==> src/rtl/ship_action_engine.sv <==
// ship_action_engine
// Authoritative per-team ship state. Each step pulse applies clamped
// acceleration, velocity and position updates, energy-priced actions
// (fire, shield, cloak), enemy hits and bullet flight. The cloak-held
// public position is exported for the opposing team. Per-ship vector
// ports are packed with ship i in slice [i*W +: W].
module ship_action_engine #(
  parameter int NUM_SHIPS    = 3,
  parameter int MAX_ACCEL    = 4,
  parameter int MAX_VEL      = 6,
  parameter int BOARD_HALF   = 32,
  parameter int MAX_ENERGY   = 80,
  parameter int RECHARGE     = 15,
  parameter int FIRE_COST    = 30,
  parameter int SHIELD_COST  = 25,
  parameter int CLOAK_COST   = 15,
  parameter int BULLET_SPEED = 9,
  parameter int BULLET_TIME  = 6,
  parameter int START_X      = -16
) (
  input  logic                   clk,
  input  logic                   reset,
  input  logic                   step,
  input  logic [4*NUM_SHIPS-1:0] x_a,
  input  logic [4*NUM_SHIPS-1:0] y_a,
  input  logic [NUM_SHIPS-1:0]   attempt_fire,
  input  logic [NUM_SHIPS-1:0]   attempt_shield,
  input  logic [NUM_SHIPS-1:0]   attempt_cloak,
  input  logic [2*NUM_SHIPS-1:0] fire_dir,
  input  logic [NUM_SHIPS-1:0]   hit,
  output logic [8*NUM_SHIPS-1:0] x,
  output logic [8*NUM_SHIPS-1:0] y,
  output logic [8*NUM_SHIPS-1:0] vx,
  output logic [8*NUM_SHIPS-1:0] vy,
  output logic [8*NUM_SHIPS-1:0] energy,
  output logic [NUM_SHIPS-1:0]   destroyed,
  output logic [NUM_SHIPS-1:0]   shield_on,
  output logic [NUM_SHIPS-1:0]   cloak_on,
  output logic [NUM_SHIPS-1:0]   fired,
  output logic [NUM_SHIPS-1:0]   bullet_active,
  output logic [8*NUM_SHIPS-1:0] bullet_x,
  output logic [8*NUM_SHIPS-1:0] bullet_y,
  output logic [8*NUM_SHIPS-1:0] pub_x,
  output logic [8*NUM_SHIPS-1:0] pub_y,
  output logic                   step_done
);

  localparam int LIFE_W  = $clog2(BULLET_TIME + 1);
  localparam int START_Y = -16;
  localparam int Y_PITCH = 16;

  localparam logic signed [7:0] ACC_MAX  = 8'(MAX_ACCEL);
  localparam logic signed [7:0] ACC_MIN  = 8'(-MAX_ACCEL);
  localparam logic signed [8:0] VEL_MAX  = 9'(MAX_VEL);
  localparam logic signed [8:0] VEL_MIN  = 9'(-MAX_VEL);
  localparam logic signed [8:0] HALF_MAX = 9'(BOARD_HALF);
  localparam logic signed [8:0] HALF_MIN = 9'(-BOARD_HALF);
  localparam logic signed [8:0] BSPD     = 9'(BULLET_SPEED);
  localparam logic [8:0]        E_MAX    = 9'(MAX_ENERGY);
  localparam logic [8:0]        E_FIRE   = 9'(FIRE_COST);
  localparam logic [8:0]        E_SHIELD = 9'(SHIELD_COST);
  localparam logic [8:0]        E_CLOAK  = 9'(CLOAK_COST);
  localparam logic [8:0]        E_RECH   = 9'(RECHARGE);

  // Sign-extend an 8-bit coordinate/velocity to 9 bits for overflow-free sums.
  function automatic logic signed [8:0] sx9(input logic signed [7:0] v);
    return $signed({v[7], v});
  endfunction

  // Clamp a 4-bit requested acceleration to +/-MAX_ACCEL, widened to 8 bits.
  function automatic logic signed [7:0] clamp_accel(input logic signed [3:0] a);
    logic signed [7:0] a8;
    a8 = $signed({{4{a[3]}}, a});
    if (a8 > ACC_MAX)      return ACC_MAX;
    else if (a8 < ACC_MIN) return ACC_MIN;
    else                   return a8;
  endfunction

  // Saturate a 9-bit velocity sum to +/-MAX_VEL.
  function automatic logic signed [7:0] sat_vel(input logic signed [8:0] v);
    if (v > VEL_MAX)      return VEL_MAX[7:0];
    else if (v < VEL_MIN) return VEL_MIN[7:0];
    else                  return v[7:0];
  endfunction

  // True when a 9-bit coordinate lies beyond the board edge.
  function automatic logic off_board(input logic signed [8:0] p);
    return (p > HALF_MAX) || (p < HALF_MIN);
  endfunction

  // Clamp a 9-bit coordinate onto the board.
  function automatic logic signed [7:0] clamp_pos(input logic signed [8:0] p);
    if (p > HALF_MAX)      return HALF_MAX[7:0];
    else if (p < HALF_MIN) return HALF_MIN[7:0];
    else                   return p[7:0];
  endfunction

  logic signed [7:0]  x_r [NUM_SHIPS];
  logic signed [7:0]  y_r [NUM_SHIPS];
  logic signed [7:0]  vx_r [NUM_SHIPS];
  logic signed [7:0]  vy_r [NUM_SHIPS];
  logic [7:0]         energy_r [NUM_SHIPS];
  logic signed [7:0]  bx_r [NUM_SHIPS];
  logic signed [7:0]  by_r [NUM_SHIPS];
  logic signed [7:0]  pubx_r [NUM_SHIPS];
  logic signed [7:0]  puby_r [NUM_SHIPS];
  logic [LIFE_W-1:0]  life_r [NUM_SHIPS];
  logic [1:0]         bdir_r [NUM_SHIPS];
  logic [NUM_SHIPS-1:0] destroyed_r, shield_r, cloak_r, fired_r, bact_r;
  logic               step_done_r;

  logic signed [7:0]  x_s [NUM_SHIPS];
  logic signed [7:0]  y_s [NUM_SHIPS];
  logic signed [7:0]  vx_s [NUM_SHIPS];
  logic signed [7:0]  vy_s [NUM_SHIPS];
  logic [7:0]         energy_s [NUM_SHIPS];
  logic signed [7:0]  bx_s [NUM_SHIPS];
  logic signed [7:0]  by_s [NUM_SHIPS];
  logic signed [7:0]  pubx_s [NUM_SHIPS];
  logic signed [7:0]  puby_s [NUM_SHIPS];
  logic [LIFE_W-1:0]  life_s [NUM_SHIPS];
  logic [1:0]         bdir_s [NUM_SHIPS];
  logic [NUM_SHIPS-1:0] destroyed_s, shield_s, cloak_s, fired_s, bact_s;
  logic               step_done_s;

  // Next-state computation for every ship; all state holds when step is low.
  always_comb begin : next_state_comb
    logic signed [7:0] ax, ay, nvx, nvy;
    logic signed [8:0] vx9, vy9, px9, py9, bx9, by9;
    logic [8:0]        e9;
    logic [LIFE_W-1:0] life_n;
    logic              fire_g, shield_g, cloak_g, oob;
    step_done_s = step;
    destroyed_s = destroyed_r;
    shield_s    = shield_r;
    cloak_s     = cloak_r;
    fired_s     = fired_r;
    bact_s      = bact_r;
    for (int i = 0; i < NUM_SHIPS; i++) begin
      x_s[i]      = x_r[i];
      y_s[i]      = y_r[i];
      vx_s[i]     = vx_r[i];
      vy_s[i]     = vy_r[i];
      energy_s[i] = energy_r[i];
      bx_s[i]     = bx_r[i];
      by_s[i]     = by_r[i];
      pubx_s[i]   = pubx_r[i];
      puby_s[i]   = puby_r[i];
      life_s[i]   = life_r[i];
      bdir_s[i]   = bdir_r[i];
      ax       = clamp_accel($signed(x_a[i*4 +: 4]));
      ay       = clamp_accel($signed(y_a[i*4 +: 4]));
      vx9      = sx9(vx_r[i]) + sx9(ax);
      vy9      = sx9(vy_r[i]) + sx9(ay);
      nvx      = sat_vel(vx9);
      nvy      = sat_vel(vy9);
      px9      = sx9(x_r[i]) + sx9(nvx);
      py9      = sx9(y_r[i]) + sx9(nvy);
      oob      = off_board(px9) || off_board(py9);
      e9       = {1'b0, energy_r[i]};
      fire_g   = 1'b0;
      shield_g = 1'b0;
      cloak_g  = 1'b0;
      bx9      = sx9(bx_r[i]);
      by9      = sx9(by_r[i]);
      life_n   = life_r[i] - LIFE_W'(1);

      if (step) begin
        if (!destroyed_r[i]) begin
          // Actions are priced in fixed priority: fire, then shield, then cloak.
          fire_g   = attempt_fire[i] && (e9 >= E_FIRE) && !bact_r[i];
          e9       = fire_g ? (e9 - E_FIRE) : e9;
          shield_g = attempt_shield[i] && (e9 >= E_SHIELD);
          e9       = shield_g ? (e9 - E_SHIELD) : e9;
          cloak_g  = attempt_cloak[i] && (e9 >= E_CLOAK);
          e9       = cloak_g ? (e9 - E_CLOAK) : e9;
          e9       = e9 + E_RECH;
          e9       = (e9 > E_MAX) ? E_MAX : e9;

          vx_s[i]        = nvx;
          vy_s[i]        = nvy;
          x_s[i]         = clamp_pos(px9);
          y_s[i]         = clamp_pos(py9);
          energy_s[i]    = e9[7:0];
          // A shield only deflects hits; leaving the board is always fatal.
          destroyed_s[i] = oob || (hit[i] && !shield_g);
          pubx_s[i]      = cloak_g ? pubx_r[i] : clamp_pos(px9);
          puby_s[i]      = cloak_g ? puby_r[i] : clamp_pos(py9);
        end else begin
          vx_s[i]   = 8'sd0;
          vy_s[i]   = 8'sd0;
          pubx_s[i] = x_r[i];
          puby_s[i] = y_r[i];
        end
        shield_s[i] = shield_g;
        cloak_s[i]  = cloak_g;
        fired_s[i]  = fire_g;

        // Advance a bullet already in flight, expiring on life or board edge.
        if (bact_r[i]) begin
          case (bdir_r[i])
            2'd0:    bx9 = bx9 + BSPD;
            2'd1:    by9 = by9 - BSPD;
            2'd2:    bx9 = bx9 - BSPD;
            2'd3:    by9 = by9 + BSPD;
            default: bx9 = bx9;
          endcase
          bx_s[i]   = bx9[7:0];
          by_s[i]   = by9[7:0];
          life_s[i] = life_n;
          bact_s[i] = (life_n != LIFE_W'(0)) && !off_board(bx9) && !off_board(by9);
        end else begin
          bact_s[i] = 1'b0;
        end

        // A fresh bullet appears at the new ship position and does not move yet.
        if (fire_g) begin
          bact_s[i] = 1'b1;
          bx_s[i]   = x_s[i];
          by_s[i]   = y_s[i];
          life_s[i] = LIFE_W'(BULLET_TIME);
          bdir_s[i] = fire_dir[i*2 +: 2];
        end else begin
          bdir_s[i] = bdir_r[i];
        end
      end else begin
        step_done_s = 1'b0;
      end
    end
  end

  // State register with synchronous reset that overrides any coincident step.
  always_ff @(posedge clk) begin
    if (reset) begin
      for (int i = 0; i < NUM_SHIPS; i++) begin
        x_r[i]      <= 8'(START_X);
        y_r[i]      <= 8'(START_Y + Y_PITCH * i);
        vx_r[i]     <= 8'sd0;
        vy_r[i]     <= 8'sd0;
        energy_r[i] <= 8'(MAX_ENERGY);
        bx_r[i]     <= 8'sd0;
        by_r[i]     <= 8'sd0;
        pubx_r[i]   <= 8'(START_X);
        puby_r[i]   <= 8'(START_Y + Y_PITCH * i);
        life_r[i]   <= LIFE_W'(0);
        bdir_r[i]   <= 2'd0;
      end
      destroyed_r <= '0;
      shield_r    <= '0;
      cloak_r     <= '0;
      fired_r     <= '0;
      bact_r      <= '0;
      step_done_r <= 1'b0;
    end else begin
      for (int i = 0; i < NUM_SHIPS; i++) begin
        x_r[i]      <= x_s[i];
        y_r[i]      <= y_s[i];
        vx_r[i]     <= vx_s[i];
        vy_r[i]     <= vy_s[i];
        energy_r[i] <= energy_s[i];
        bx_r[i]     <= bx_s[i];
        by_r[i]     <= by_s[i];
        pubx_r[i]   <= pubx_s[i];
        puby_r[i]   <= puby_s[i];
        life_r[i]   <= life_s[i];
        bdir_r[i]   <= bdir_s[i];
      end
      destroyed_r <= destroyed_s;
      shield_r    <= shield_s;
      cloak_r     <= cloak_s;
      fired_r     <= fired_s;
      bact_r      <= bact_s;
      step_done_r <= step_done_s;
    end
  end

  for (genvar g = 0; g < NUM_SHIPS; g++) begin : g_pack
    assign x[g*8 +: 8]        = x_r[g];
    assign y[g*8 +: 8]        = y_r[g];
    assign vx[g*8 +: 8]       = vx_r[g];
    assign vy[g*8 +: 8]       = vy_r[g];
    assign energy[g*8 +: 8]   = energy_r[g];
    assign bullet_x[g*8 +: 8] = bx_r[g];
    assign bullet_y[g*8 +: 8] = by_r[g];
    assign pub_x[g*8 +: 8]    = pubx_r[g];
    assign pub_y[g*8 +: 8]    = puby_r[g];
  end

  assign destroyed     = destroyed_r;
  assign shield_on     = shield_r;
  assign cloak_on      = cloak_r;
  assign fired         = fired_r;
  assign bullet_active = bact_r;
  assign step_done     = step_done_r;

endmodule
==> config.mk <==
export PLATFORM = sky130hd
export DESIGN_NAME = ship_action_engine
export DESIGN_NICKNAME = d
export VERILOG_FILES = /design/src/rtl/ship_action_engine.sv
export SDC_FILE = /design/constraint.sdc
export NUM_CORES = 1
export LEC_CHECK = 0
export CAP_MARGIN = 20
export CORE_MARGIN = 3
export CORE_UTILIZATION = 40
export DETAILED_ROUTE_END_ITERATION = 8
export SLEW_MARGIN = 20
export SYNTH_ARGS = -nofsm -noshare
export SYNTH_HDL_FRONTEND = slang
export SYNTH_SLANG_ARGS = --single-unit
export TNS_END_PERCENT = 20
==> constraint.sdc <==
create_clock -name clk -period 11.45 [get_ports clk]
set_input_delay 2.29 -clock clk [delete_from_list [all_inputs] [get_ports clk]]
set_output_delay 2.29 -clock clk [all_outputs]
set_load 0.01 [all_outputs]
== Word-level counts from Yosys, hierarchy flattened ==
Memories as Yosys holds them, arrays and structs flattened.
Index checks and enable logic that the tools add are counted.

* Memories kept: 11
* Input bits: 45
* Output and inout bits: 232
* Bits in registers: 16
* Word-level logic and storage cells: 420
* RAM bits: 231

{| class="wikitable"
|+ Memories
! name !! depth !! bits a word !! rd ports !! clocked after Yosys merged registers in !! write ports !! line !! RTL
|-
| bx_r || 3 || 8 || 3 || 0 || 3 || 103 || <nowiki>logic signed [7:0] bx_r [NUM_SHIPS];</nowiki>
|-
| by_r || 3 || 8 || 3 || 0 || 3 || 104 || <nowiki>logic signed [7:0] by_r [NUM_SHIPS];</nowiki>
|-
| energy_r || 3 || 8 || 3 || 0 || 3 || 102 || <nowiki>logic [7:0] energy_r [NUM_SHIPS];</nowiki>
|-
| pubx_r || 3 || 8 || 3 || 0 || 3 || 105 || <nowiki>logic signed [7:0] pubx_r [NUM_SHIPS];</nowiki>
|-
| puby_r || 3 || 8 || 3 || 0 || 3 || 106 || <nowiki>logic signed [7:0] puby_r [NUM_SHIPS];</nowiki>
|-
| vx_r || 3 || 8 || 3 || 0 || 3 || 100 || <nowiki>logic signed [7:0] vx_r [NUM_SHIPS];</nowiki>
|-
| 5 more memories || - || - || - || - || - || - ||
|}

* Equal/unequal tests: 9
* Reductions and logical operators: 57
* Bitwise logic cells: 33
* Mux-type cells: 205
* $lt $le $gt $ge: 60
* Add/subtract/negate cells: 39

{| class="wikitable"
|+ Operators with widths
! operator !! number
|-
| $mux 8 || 132
|-
| $mux 9 || 21
|-
| $gt 9x7->1 const B || 15
|-
| $add 8x8->9 || 12
|-
| $lt 9x6->1 const B || 12
|-
| $pmux 9 s2 || 6
|-
| $sub 8x5->9 const B || 9
|-
| $add 8x5->9 const B || 6
|-
| $gt 9x4->1 const B || 6
|-
| $lt 9x4->1 const B || 6
|-
| $mux 3 || 12
|-
| $or 1x1->1 || 33
|-
| $add 9x4->9 const B || 3
|-
| $ge 9x4->1 const B || 3
|-
| $ge 9x5->1 const B || 3
|-
| $sub 9x4->9 const B || 3
|-
| $sub 9x5->9 const B || 3
|-
| $mux 1 || 25
|-
| $ge 8x5->1 const B || 3
|-
| $gt 4x4->1 const B || 6
|-
| $lt 4x3->1 const B || 6
|-
| $logic_and 1x1->1 || 21
|-
| $logic_or 1x1->1 || 18
|-
| $mux 2 || 9
|-
| 6 further kinds || 30
|}

== Logic depth before layout (Yosys ltp) ==
* Word-level depth: 16
* Depth in mapped cells: 30
* Depth with buffers taken out: 30

== Worst setup path after synthesis ==
No wires, ideal clock.

* Path kind: input to register
* Start point: input port y_a[2]
* End point: memory puby_r[0][1]
* Setup time: 0.078 ns
* Path slack: 3.716 ns
* Data required time: 11.372 ns
* Buffers on the path: 1
* Arrival time: 7.656 ns
* Cell stages on the path: 28
* Cell sequence: xnor2_1 > and2_1 > ha_1 > fa_1 > a21oi_1 > and2_1 > a21o_1 > a22oi_1 > o32a_1 > or4_1 > o21ai_0 > and3_1 > ha_1 > inv_1 > fa_1 > nor2b_1 > nor3_1 > nand2_1 > o21ai_0 > xnor2_1 > or4_1 > a211o_1 > mux2i_1 > nor2b_1 > clkbuf_1 > nor2b_1 > a211oi_1 > nor3_1

{| class="wikitable"
|+ RTL lines
! element !! line !! RTL
|-
| from (decl) || 25 || <nowiki>input logic [4*NUM_SHIPS-1:0] y_a,</nowiki>
|-
| to (decl) || 106 ||
|}

==> metrics.md <==
| Metric | Value |
|---|---|
| Status | `finished clean` |
| Sink Count | `247` |
| Tcrit/Tclk final | `74.7%` |
| Crit path capture type | `flop` |
| First-pass GRT wire length | `109000 µm` |
| Sequential cell area fraction in the yosys report | `24.2%` |
| Core region area | `50400 µm²` |
| Die H | `232 µm` |
| Dpl cell area | `23800 µm²` |
| Synth Area per Inst | `7.60 µm²` |
| Total CTS buffers | `35` |
| Routed len/inst | `19.1 µm` |
| # nets final | `3110` |
| Setup Skew | `22.4 ps` |
| Hold depth | `1` |
| Worst IR Drop VDD | `0.139 mV` |
| Slowest library cell on the worst path | `or4_1` |
| Initial antenna violation count | `1` |
| Hold slack | `460 ps` |
| Final HPWL DP | `52300 µm` |
| Router iterations before antenna repair | `7` |
| P_leak | `9.70 nW` |
| Slew @ Worst Pin | `1020 ps` |
| Postcts setup bufs | `0` |
| Post-Synthesis Cells | `2694` |
| Detailed-route DRC error count | `0` |
| Routed WL | `68800 µm` |
| Startpoint Class | `input port` |
| Worst reg2reg path depth | `23` |
| Final WS setup | `2900 ps` |
| # fillers | `4930` |
| Drt first-iter violations | `1356` |
| Predominant post-synthesis flop cell | `dfxtp_1` |
| Layout cell share with drive strength beyond 1 | `5.11%` |
| Post-route cell area | `24900 µm²` |
| H-tree levels | `2` |
| Gpl congestion | `0.903` |
| Synth Cell Area | `20500 µm²` |
| Share of flip-flops with an asynchronous set or reset | `0%` |
| Max-Slew Margin vs Limit | `30.0%` |
| Via-to-Cell Ratio | `5.83` |
| I/O Buffers | `276` |
| Crit path DAT | `9000 ps` |
| Largest net degree at the start of global routing | `97` |
| Syn-to-layout area delta | `21.6%` |
| CTS tree | `done` |
| Row count | `82` |
| Area of the die | `53900 µm²` |
| Max Fclk | `117 MHz` |
| Number of global-route vias before repair | `19873` |
| Horiz. Die Dim | `232 µm` |
| CTS hold repair buffers | `0` |
| Post-synthesis register bit count | `247` |
| Routed vias | `21020` |
| Min-delay worst type | `flop to flop` |
| Synth unique cells | `114` |
| Critical Path Fanout Max | `8` |
| Fin Setup TNS | `0 ps` |
| Clock root buffer | `clkbuf_16` |
| Syn nets | `2892` |
| GR Util All Layers | `24.6%` |
| Initial Utilization | `40.6%` |
| Hold Fails Final Rpt | `0` |
| Worst-skew pair later-pin latency | `530 ps` |
| IO Count | `277` |
| Clock buffer depth | `3` |
| GR Overflow Total | `0` |
| PwrDens | `207 nW/µm²` |
| Tot Pwr | `5.16 mW` |
| Post-synth EDFFs | `0` |
| Antenna-violating nets left | `0` |
| Post_cts resized | `0` |
| Critical path type | `input port to flop` |
| YS warnings | `0` |
| Final Max Tran Viols | `0` |
| Commonest non-fill, non-tap cell in the layout | `nand2_1` |
| Clock transition at the registers of the reported paths | `50 ps` |
| Critical path data required time | `11900 ps` |
| Unrepaired setup endpoints after global routing | `false` |
| Worst slack, placed | `2490 ps` |
| Endpoints failing setup | `0` |
| Fin crit period | `8550 ps` |
| Max_cap viols | `0` |
| CP peak stage delay | `530 ps` |
| Most frequent cells in the layout | `276 x nand2_1, 274 x clkdlybuf4s50_1, 271 x nor2_1` |
## area by class of cell
cell class              count  area, µm²  area share [%]
clock buffers              45        943            3.79
multi-input cells        2195      14600            58.5
repair buffers            298       2920            11.7
well taps                 672        841            3.38
diodes                      1       2.50          0.0101
flip-flops and latches    247       4940            19.9
clock inverters            15        175           0.704
inverters                 135        507            2.04
## cells in the mapped netlist, types with 22 or more instances
cell        n  area, µm²
a211oi_1   46        345
a21o_1     35        263
a21oi_1   236       1180
a22oi_1    33        248
a31oi_1    41        257
and2_1     39        244
and3_1     22        138
clkbuf_1   98        368
dfxtp_1   247       4940
ha_1      135       1690
inv_1     134        503
mux2i_1    44        440
nand2_1   276       1040
nand2b_1   41        257
nand3_1    52        260
nor2_1    272       1020
nor2b_1    41        257
nor3_1     75        375
o211ai_1   36        270
o21ai_0   135        676
o21bai_1   38        285
o22ai_1    23        144
or3_1      26        163
xnor2_1   111        972
xor2_1     37        324
## power breakdown
| part | switching (mW) | internal [mW] |
|---|---|---|
| Sequential | 0.202 | 0.975 |
| Clock | 0.416 | 0.651 |
| Combinational | 1.73 | 1.19 |
| Total | 2.35 | 2.81 |
## kinds of logic (layout without fill, tap and decap cells)
group | Yosys count | count (layout) | synth area share [%]
and+or+nand+nor | 965 | 965 | 23.0
AOI/OAI and AO/OA | 880 | 880 | 29.3
buffers and inverters | 252 | 493 | 4.73
DFF | 247 | 247 | 24.2
adders and majority gates | 153 | 153 | 10.0
xor gates and xnor gates | 149 | 149 | 6.41
muxes | 48 | 48 | 2.40
other | 0 | 1 | 0
## state kept, by name, summed over array words and instances (netlist names)
| name | count |
|---|---|
| shield_on | 3 |
| vx_r | 24 |
| bdir_r | 6 |
| bullet_active | 3 |
| energy_r | 24 |
| bx_r | 24 |
| by_r | 24 |
| puby_r | 24 |
| cloak_on | 3 |
| y_r | 24 |
| x_r | 24 |
| step_done | 1 |
| pubx_r | 24 |
| fired | 3 |
| destroyed | 3 |
| life_r | 9 |
| vy_r | 24 |
## per-stage QoR
step,std cells,util [%]
6_report,3608,49.4
5_1_grt,3608,49.4
4_1_cts,3607,49.4
3_5_place_dp,3547,47.2
3_3_place_gp,3547,47.2
2_1_floorplan,2694,-
## final timing paths
check | start | to | slack [ps]
worst max-delay path | y_a[3] | by_r[0][1] | 2900
worst min-delay path | pubx_r[0][14] | pubx_r[0][14] | 460
worst min register to register | pubx_r[0][14] | pubx_r[0][14] | 460
worst max register to register | energy_r[0][9] | energy_r[0][12] | 4420
## worst max-delay path: cells and delay by family
| family | cells | cell delay [ps] |
|---|---|---|
| and+or+nand+nor | 9 | 2750 |
| AOI/OAI and AO/OA | 9 | 1770 |
| xor gates and xnor gates | 2 | 280 |
| muxes | 1 | 220 |
| adders and majority gates | 4 | 1160 |
| buffers and inverters | 2 | 500 |
## metal layers
layer | track usage (%) | up-vias | part of all wire [%]
li1 | - | 10335 | -
met1 | 31.9 | 9997 | 44
met2 | 41.0 | 591 | 46
met3 | 5.15 | 97 | 6.8
met4 | 7.36 | 0 | 2.6
met5 | 0 | - | 0
No activity file was read; power rests on OpenSTA's default activity.
==> edit, RTL diff (config.mk and constraints unchanged) <==
The parameter `BULLET_TIME` goes from 6 to 8.
--- a/src/rtl/ship_action_engine.sv
+++ b/src/rtl/ship_action_engine.sv
@@ -15,7 +15,7 @@
   parameter int SHIELD_COST  = 25,
   parameter int CLOAK_COST   = 15,
   parameter int BULLET_SPEED = 9,
-  parameter int BULLET_TIME  = 6,
+  parameter int BULLET_TIME  = 8,
   parameter int START_X      = -16
 ) (
   input  logic                   clk,
Check against the original RTL: not settled (the Yosys comparison gave no result); the edit may change what the design does.
==> edit against the original RTL <==
  * Setup slack worse by 0.0064 ns
  * Register-to-register slack worse by 0.07 ns
  * Sequential share of layout area decreased by 0.058 points
  * Total power fell by 7.7%
  * Final area rose by 1.5%
  * First-iteration DRC count grew 30%
  * Synthesized cell count increased by 2.6%
  * Clock power fell by 10%
  * Sequential cell count grew 3
  * Wire length up 0.80%
  * Critical endpoint is now puby_r[0][1]$_SDFFE_PP0P_
  * Non-clock buffer count rose by 1
  * Synthesized area increased by 2.9%
  * Critical path type unchanged
  * Via count grew 2.3%
==> edit: results <==
metrics = {
    "grt": {
        "grt_start_max_net_pins": 135,
        "grt_use_total": 0.238,
        "antenna_violations_before_repair": 3,
        "wire_length_of_the_first_global_routing_pass_mm": 111,
        "grt_pass1_vias": 20446,
    },
    "status": {
        "run_status": "finished clean",
    },
    "clock_network": {
        "insertion_delay_ns": 0.57,
        "cts_max_path_buffers": 3,
        "post_cts.resized_instances": 0,
        "htree_num_levels": 1,
        "cts-buffers-inserted": 31,
        "cts_hold_buf": 0,
        "worst_setup_hold_path_clk_slew_ns": 0.06,
        "post-cts-setup-buffer-count": 0,
        "root_buffer": "sky130_fd_sc_hd__clkbuf_16",
    },
    "final_layout": {
        "finalNonFillerCells": 3654,
        "fillerInstances": 5175,
        "final_nets": 3149,
        "drive_gt1_frac": 0.0539,
    },
    "routing": {
        "initialDrtViolationCount": 1769,
        "ant_nets": 0,
        "route.detailed.vias_per_inst": 5.88,
        "drt_pass1_iterations": 8,
        "drt-wirelength-per-cell_um": 19.0,
    },
    "logic_synthesis": {
        "yosysSeqAreaShare": 0.238,
        "synth.avg_cell_area_um2": 7.62,
        "synth_area_leaders": "sky130_fd_sc_hd__dfxtp_1, sky130_fd_sc_hd__ha_1, sky130_fd_sc_hd__a21oi_1",
        "ys_async_sr_fraction": 0,
        "synth.lib_cells_used.distinct": 108,
        "yosysWarningCount": 0,
        "synth_nets": 2962,
        "synthTopCellsByCount": "sky130_fd_sc_hd__nor2_1, sky130_fd_sc_hd__a21oi_1, sky130_fd_sc_hd__dfxtp_1",
    },
    "worst_hold_path": {
        "worstHoldPathType": "reg -> reg",
    },
    "placement": {
        "pre_cts_slack_ns": 2.34,
        "numPlacedInstances": 3598,
        "dpl.hpwl_mm": 52.4,
        "portBuffers": 276,
        "gp_routability_congestion": 0.944,
    },
    "worst_setup_path": {
        "crit_path_top_delay_cell": "sky130_fd_sc_hd__clkdlybuf4s50_1",
        "cpLargestDelayFamily": "compound AO/OA/AOI/OAI gates",
        "worstPathMaxFanout": 16,
        "critical_path_arrival_ns": 9.04,
        "maximum_cell_stage_delay_along_the_critical_path_ns": 0.83,
    },
    "pwr": {
        "static_leakage_power_uw": 0.00987,
        "ir_drop_mv": 0.118,
    },
    "sta": {
        "tightestPinTransition_ns": 1.08,
        "worst_clock_skew_ns": 0.0112,
    },
}
[edit: cell types whose count changed in the layout (fill, tap and decap cells not counted), moves of 8 or more]
cell and change:
sky130_fd_sc_hd__nand2_1 -32, sky130_fd_sc_hd__a21oi_1 +25, sky130_fd_sc_hd__xnor2_1 +18, sky130_fd_sc_hd__a21o_1 +15, sky130_fd_sc_hd__a211oi_1 +14, sky130_fd_sc_hd__mux2_2 +12, sky130_fd_sc_hd__mux2i_1 -11, sky130_fd_sc_hd__a32o_1 +10
sky130_fd_sc_hd__a31oi_1 -8, sky130_fd_sc_hd__nand4_1 -8
[edit: final timing paths]
kind	start	end	slack, ns	cells after the start
worst max register to register	energy_r[0][1]$_SDFFE_PP0P_	energy_r[0][4]$_SDFFE_PP1P_	4.35	25
worst min-delay path	puby_r[0][13]$_SDFFE_PP0P_	puby_r[0][13]$_SDFFE_PP0P_	0.46	2
worst min register to register	puby_r[0][13]$_SDFFE_PP0P_	puby_r[0][13]$_SDFFE_PP0P_	0.46	2
worst max-delay path	y_a[3]	puby_r[0][1]$_SDFFE_PP0P_	2.90	28
[edit: metal layers]
metal	vias up	global-route usage	routed length, um
li1	10498	-	-
met1	10280	0.326	31600
met2	631	0.391	31800
met3	89	0.0392	4400
met4	0	0.0559	1560
met5	-	0	0
[edit: cell type report]
cell class	instances	area (um^2)	share of cell area
diodes	3	7.51	0.000297
clock buffers	46	892	0.0353
clock inverters	7	85.1	0.00337
inverters	142	533	0.0211
multi-input cells	2227	15000	0.592
flip-flops and latches	250	5000	0.198
well taps	680	851	0.0337
repair buffers	299	2940	0.116
[edit: power breakdown]
part           switching [uW]  leakage, uW  internal [uW]
Combinational            1530      0.00734           1100
Sequential                195      0.00205            978
Clock                     386     0.000484            575
Total                    2110      0.00987           2660
[edit: kinds of logic (layout without fill, tap and decap cells)]
logic type | count (synthesis) | in the layout | synth area share
other cells | 0 | 3 | 0
simple gates | 933 | 933 | 0.217
xor+xnor | 163 | 163 | 0.0684
compound gates | 928 | 928 | 0.302
buf+inv | 287 | 494 | 0.0529
fa+ha+maj | 153 | 153 | 0.0973
mux | 50 | 50 | 0.0252
flops | 250 | 250 | 0.238
[edit: through the flow]
stage / hold WS [ns] / total power, uW / instance area [um^2] / utilization
2_1_floorplan: 0.450 / 3050 / 21100 / -
3_3_place_gp: 0.450 / 3760 / 24300 / 0.469
3_5_place_dp: 0.447 / 3790 / 24300 / 0.469
4_1_cts: 0.461 / 4770 / 25300 / 0.488
5_1_grt: 0.487 / 5120 / 25300 / 0.489
6_report: 0.456 / 4770 / 25300 / 0.489
